File: src/rtl/instr_fetch.sv
// Instruction fetch stage: issues word-aligned requests to instruction memory and fills the IF/ID register.
// A one-entry skid buffer absorbs a response that arrives while decode is stalled.
module instr_fetch #(
    parameter logic [31:0] RESET_PC = 32'h0000_0000
) (
    input  logic        CLK,
    input  logic        RESET_N,
    input  logic        STALL,
    input  logic        BRANCH_TAKEN,
    input  logic [31:0] BRANCH_TARGET,
    output logic        IMEM_REQ,
    output logic [31:0] IMEM_ADDR,
    input  logic        IMEM_ACK,
    input  logic [31:0] IMEM_RDATA,
    output logic [31:0] INSTRUCTION,
    output logic [31:0] PC_OUT,
    output logic [31:0] PC_PLUS4,
    output logic        VALID
);

    typedef enum logic [1:0] {
        IDLE  = 2'd0,
        FETCH = 2'd1,
        FULL  = 2'd2,
        DRAIN = 2'd3
    } state_t;

    state_t      state_q, state_d;
    logic [31:0] pc_q, pc_d;
    logic [31:0] addr_q, addr_d;
    logic [31:0] instr_q, instr_d;
    logic [31:0] pc_out_q, pc_out_d;
    logic [31:0] skid_instr_q, skid_instr_d;
    logic [31:0] skid_pc_q, skid_pc_d;
    logic        valid_q, valid_d;
    logic        req_q, req_d;
    logic [31:0] target;

    assign target = {BRANCH_TARGET[31:2], 2'b00};

    always_comb begin
        state_d      = state_q;
        pc_d         = pc_q;
        instr_d      = instr_q;
        pc_out_d     = pc_out_q;
        skid_instr_d = skid_instr_q;
        skid_pc_d    = skid_pc_q;
        valid_d      = valid_q;

        case (state_q)
            IDLE: begin
                state_d = FETCH;
            end
            FETCH: begin
                if (BRANCH_TAKEN) begin
                    pc_d    = target;
                    valid_d = 1'b0;
                    state_d = IMEM_ACK ? FETCH : DRAIN;
                end else if (IMEM_ACK) begin
                    pc_d = pc_q + 32'd4;
                    if (!valid_q || !STALL) begin
                        instr_d  = IMEM_RDATA;
                        pc_out_d = addr_q;
                        valid_d  = 1'b1;
                    end else begin
                        skid_instr_d = IMEM_RDATA;
                        skid_pc_d    = addr_q;
                        state_d      = FULL;
                    end
                end else if (!STALL) begin
                    valid_d = 1'b0;
                end
            end
            FULL: begin
                // Leaving FULL on a redirect is what discards the skid entry.
                if (BRANCH_TAKEN) begin
                    pc_d    = target;
                    valid_d = 1'b0;
                    state_d = FETCH;
                end else if (!STALL) begin
                    instr_d  = skid_instr_q;
                    pc_out_d = skid_pc_q;
                    valid_d  = 1'b1;
                    state_d  = FETCH;
                end
            end
            DRAIN: begin
                if (BRANCH_TAKEN) begin
                    pc_d    = target;
                    valid_d = 1'b0;
                end
                if (IMEM_ACK) begin
                    state_d = FETCH;
                end
            end
            default: begin
                state_d = IDLE;
            end
        endcase

        // The abandoned request keeps its address on the bus until it is acknowledged.
        addr_d = (state_d == DRAIN) ? addr_q : pc_d;
        req_d  = (state_d == FETCH) || (state_d == DRAIN);
    end

    always_ff @(posedge CLK or negedge RESET_N) begin
        if (!RESET_N) begin
            state_q      <= IDLE;
            pc_q         <= RESET_PC;
            addr_q       <= RESET_PC;
            instr_q      <= 32'd0;
            pc_out_q     <= 32'd0;
            skid_instr_q <= 32'd0;
            skid_pc_q    <= 32'd0;
            valid_q      <= 1'b0;
            req_q        <= 1'b0;
        end else begin
            state_q      <= state_d;
            pc_q         <= pc_d;
            addr_q       <= addr_d;
            instr_q      <= instr_d;
            pc_out_q     <= pc_out_d;
            skid_instr_q <= skid_instr_d;
            skid_pc_q    <= skid_pc_d;
            valid_q      <= valid_d;
            req_q        <= req_d;
        end
    end

    assign IMEM_REQ    = req_q;
    assign IMEM_ADDR   = addr_q;
    assign INSTRUCTION = instr_q;
    assign PC_OUT      = pc_out_q;
    assign PC_PLUS4    = pc_out_q + 32'd4;
    assign VALID       = valid_q;

endmodule

File: config.mk
export PLATFORM = sky130hd
export DESIGN_NAME = instr_fetch
export DESIGN_NICKNAME = d
export VERILOG_FILES = /design/src/rtl/instr_fetch.sv
export SDC_FILE = /design/constraint.sdc
export NUM_CORES = 1
export LEC_CHECK = 0
export CORE_MARGIN = 2
export CORE_UTILIZATION = 35
export DETAILED_ROUTE_END_ITERATION = 12
export SKIP_CTS_REPAIR_TIMING = 1
export SLEW_MARGIN = 25
export SYNTH_ARGS = -nofsm -noshare
export SYNTH_HDL_FRONTEND = slang
export SYNTH_SLANG_ARGS = --single-unit
File: constraint.sdc
create_clock -name CLK -period 3.52 [get_ports CLK]
set_input_delay 0.704 -clock CLK [delete_from_list [all_inputs] [get_ports CLK]]
set_output_delay 0.704 -clock CLK [all_outputs]
set_load 0.01 [all_outputs]
==> impl_metrics.sql <==
INSERT INTO impl_metrics (metric_group, metric, value, unit) VALUES
('outcome', 'outcome', 'finished, final reports clean', ''),
('grt', 'grt_start_max_net_pins', '86', ''),
('synth', 'synth_fp_nets', '1013', ''),
('synth', 'netlist_instances', '942', ''),
('sta', 'rsz0062_at_grt', 'no', ''),
('drt', 'drt_first_pass_iters', '5', ''),
('floorplan', 'core_area', '0.0278', 'mm²'),
('clock_tree', 'cts_sinks', '195', ''),
('clock_tree', 'tritoncts', 'yes', ''),
('power_and_ir_drop', 'power.leakage', '0.00519', 'µW'),
('floorplan', 'initial_utilization', '35.5', '%'),
('sta', 'max_clk_rate', '299', 'MHz'),
('worst_setup_path', 'crit_path_max_fanout', '7', ''),
('power_and_ir_drop', 'p_total', '7330', 'µW'),
('worst_setup_path', 'launching_element_type_of_the_critical_path', 'register', ''),
('synth', 'syn_avg_cell_area', '10.5', 'µm²'),
('hold_path', 'min_path_type', 'primary input to async pin', ''),
('synth', 'yosysSeqAreaShare', '49.4', '%'),
('floorplan', 'chipHeight', '172', 'µm'),
('worst_setup_path', 'critical_path_s_largest_stage_delay', '0.55', 'ns'),
('sta', 'period_minus_slack', '3.35', 'ns'),
('layout', 'post_route_cells_drive_above_1_share', '16.5', '%'),
('flow_run', 'max_cap_violations', '0', ''),
('layout', 'num_antenna_cells', '0', ''),
('sta', 'max-slew-margin-rel', '52.2', '%'),
('synth', 'synth_edf_count', '0', ''),
('grt', 'grt_antenna_before_repair', '0', ''),
('power_and_ir_drop', 'worst_ir_drop_vdd', '0.347', 'mV'),
('layout', 'fillers', '2646', ''),
('sta', 'number_of_hold_violations_in_the_final_report', '0', ''),
('drt', 'routedWlPerCell', '17.9', 'µm'),
('worst_setup_path', 'slowest_stage', 'sky130_fd_sc_hd__clkdlybuf4s50_1', ''),
('place', 'dp.final_hpwl', '19.3', 'mm'),
('clock_tree', 'insertion_delay', '0.43', 'ns'),
('synth', 'cells_taking_the_most_area_after_synthesis', 'sky130_fd_sc_hd__dfrtp_1 49%, sky130_fd_sc_hd__mux2_2 11%, sky130_fd_sc_hd__mux2i_1 7.5%', ''),
('worst_setup_path', 'cp_cell_instances', 'and3_1 -> and4_2 -> nand4_1 -> buf_4 -> nor4_1 -> xor2_1 -> clkdlybuf4s50_1', ''),
('clock_tree', 'ctsLongestPathBuffers', '2', ''),
('floorplan', 'die_w', '172', 'µm'),
('drt', 'drt-vias-per-instance', '5.22', ''),
('worst_setup_path', 'setup.worst_path.end_class', 'primary output', ''),
('clock_tree', 'maximum_level_of_the_cts_h_tree', '4', ''),
('sta', 'worstMarginPinSlew', '0.716', 'ns'),
('clock_tree', 'cts_inserted_buffers', '17', ''),
('power_and_ir_drop', 'power_density', '564', 'mW/mm²'),
('drt', 'remaining_drc_errors', '0', ''),
('synth', 'async_reset_ff_share', '100', '%'),
('synth', 'postSynth.topFlopCell', 'sky130_fd_sc_hd__dfrtp_1', ''),
('worst_setup_path', 'reg2reg_depth', '7', ''),
('clock_tree', 'cts.root.buffer_cell', 'sky130_fd_sc_hd__clkbuf_16', ''),
('worst_setup_path', 'critPathRequiredTime', '2.82', 'ns'),
('place', 'placed_cells_incl_taps', '1481', ''),
('place', 'final_weighted_congestion_in_routability_driven_placement', '0.841', ''),
('layout', 'final_net_count', '1195', ''),
('clock_tree', 'cts.clk_slew.worst_paths', '0.08', 'ns'),
('floorplan', 'placement_row_count', '61', ''),
('grt', 'total_congestion_overflow_after_global_routing', '0', ''),
('layout', 'postLayoutCoreUtil', '46.8', '%'),
('synth', 'yosys.area.top_type_share', '49.4', '%'),
('sta', 'worst_clock_skew', '0.0140', 'ns'),
('sta', 'period_share', '95.0', '%'),
('synth', 'synth_largest_area_cell', 'sky130_fd_sc_hd__dfrtp_1', ''),
('layout', 'flow.area_growth_from_synthesis', '31.7', '%'),
('drt', 'routed-via-count', '7903', ''),
('worst_setup_path', 'critical_path_arrival', '2.64', 'ns'),
('synth', 'ys_warn_count', '0', ''),
('floorplan', 'floorplan.io_pins', '199', ''),
('grt', 'number_of_global_route_vias_before_repair', '7725', ''),
('place', 'portBuffers', '196', ''),
('layout', 'fin_cells', '1515', ''),
('drt', '1st_iter_drt_viols', '385', ''),
('sta', 'setup_tns', '0', 'ns'),
('sta', 'setup-violations-final', '0', ''),
('drt', 'antenna_violating_nets_post_route', '0', ''),
('floorplan', 'fp.dieArea', '0.0296', 'mm²'),
('sta', 'finalMaxSlewViolations', '0', ''),
('synth', 'postSynthRegisterBits', '195', ''),
('worst_setup_path', 'critPathKind', 'register to primary output', ''),
('synth', 'netlist_area_pre_place', '0.00987', 'mm²'),
('synth', 'netlist-cell-type-count', '70', ''),
('grt', 'groute.usage.overall', '18.5', '%'),
('grt', 'grt_first_pass_wirelength', '42.7', 'mm'),
('drt', 'drt_wl_total', '27.2', 'mm');
[metal layers]
metal,routed length (µm),global-route usage (%)
met2,12900,30.6
met1,12500,24.7
met4,360,4.64
met5,0,0
met3,1510,4.21
[metrics by stage]
stage / cell area [µm²] / hold WS (ns) / setup WS (ns)
3_3_place_gp: 12400 / 0.465 / 0.377
6_report: 13000 / 0.321 / 0.174
2_1_floorplan: 9870 / 0.408 / 0.970
5_1_grt: 13000 / 0.352 / 0.00436
3_5_place_dp: 12400 / 0.464 / 0.347
4_1_cts: 13000 / 0.341 / -0.134
[worst max-delay path, delay by kind of cell (launching register included)]
family                 cells  cell delay [ns]
AND/OR/NAND/NOR            4             0.90
flip-flops                 1             0.41
XOR/XNOR                   1             0.17
buffers and inverters      2             0.74
[Yosys cell counts, types with 9 or more instances]
master                       n
sky130_fd_sc_hd__buf_2      24
sky130_fd_sc_hd__clkbuf_1   35
sky130_fd_sc_hd__xor2_1      9
sky130_fd_sc_hd__nand2_1    44
sky130_fd_sc_hd__mux2i_1    74
sky130_fd_sc_hd__dfrtp_1   195
sky130_fd_sc_hd__nand4_1    17
sky130_fd_sc_hd__inv_1      15
sky130_fd_sc_hd__a31oi_1    12
sky130_fd_sc_hd__xnor2_1    19
sky130_fd_sc_hd__o21ai_0    14
sky130_fd_sc_hd__nor2_1    123
sky130_fd_sc_hd__o22ai_1    11
sky130_fd_sc_hd__nand3_1    23
sky130_fd_sc_hd__a21oi_1    85
sky130_fd_sc_hd__mux2_2     95
sky130_fd_sc_hd__and3_1     14
sky130_fd_sc_hd__nor3_1     12
[area by class of cell]
type / count / area, µm² / share of cell area (%)
clock buffers: 18 / 429 / 3.30
clock inverters: 14 / 163 / 1.25
inverters: 16 / 60.1 / 0.462
multi-input cells: 662 / 4680 / 36.0
flip-flops and latches: 195 / 4880 / 37.6
well taps: 378 / 473 / 3.64
repair buffers: 232 / 2320 / 17.8
[state kept, by name, indices dropped and copies added (netlist names)]
register / count
IMEM_ADDR: 32
INSTRUCTION: 32
PC_OUT: 32
VALID: 1
pc_q: 32
skid_instr_q: 32
skid_pc_q: 32
state_q: 2
[power breakdown]
| group | switching [µW] | internal, µW |
|---|---|---|
| Clock | 953 | 1020 |
| Sequential | 432 | 2750 |
| Combinational | 939 | 1240 |
[placed cells by master (no fill, tap or decap), drive strengths merged, types with 4 or more instances in the layout]
master	Yosys	layout
dfrtp	195	195
clkdlybuf4s50	0	194
nor2	123	123
mux2	95	95
a21oi	85	85
mux2i	74	74
nand2	44	44
buf	30	37
nand3	24	24
inv	15	24
xnor2	19	19
nand4	19	19
clkbuf	39	19
o21ai	15	15
and3	14	14
nor3	14	14
a31oi	12	12
o22ai	11	11
nor4	11	11
xor2	9	9
and2	8	8
a211oi	8	8
nor2b	5	5
a41oi	5	5
and4	5	5
clkinv	1	5
nand2b	4	4
[path summary, 6_finish.rpt]
check	startpoint	endpoint	slack [ns]
min reg2reg	pc_q[0]	pc_q[0]	0.48
max reg2reg	state_q[1]	INSTRUCTION[16]	0.98
min	RESET_N	pc_q[23]	0.32
max	PC_OUT[5]	PC_PLUS4[29]	0.17
min in group CLK	pc_q[0]	pc_q[0]	0.48
max in group asynchronous	RESET_N	skid_instr_q[8]	2.35
[cells by family after synthesis]
kind of cell             Yosys count  synth area share [%]
adder cells (fa/ha/maj)            2                 0.253
multiplexers                     169                  18.3
AO/OA/AOI/OAI                    178                  11.3
XOR/XNOR                          28                  2.48
AND/OR/NAND/NOR                  285                  14.6
flip-flops                       195                  49.4
buffers and inverters             85                  3.66
(Power assumes the default switching activity.)
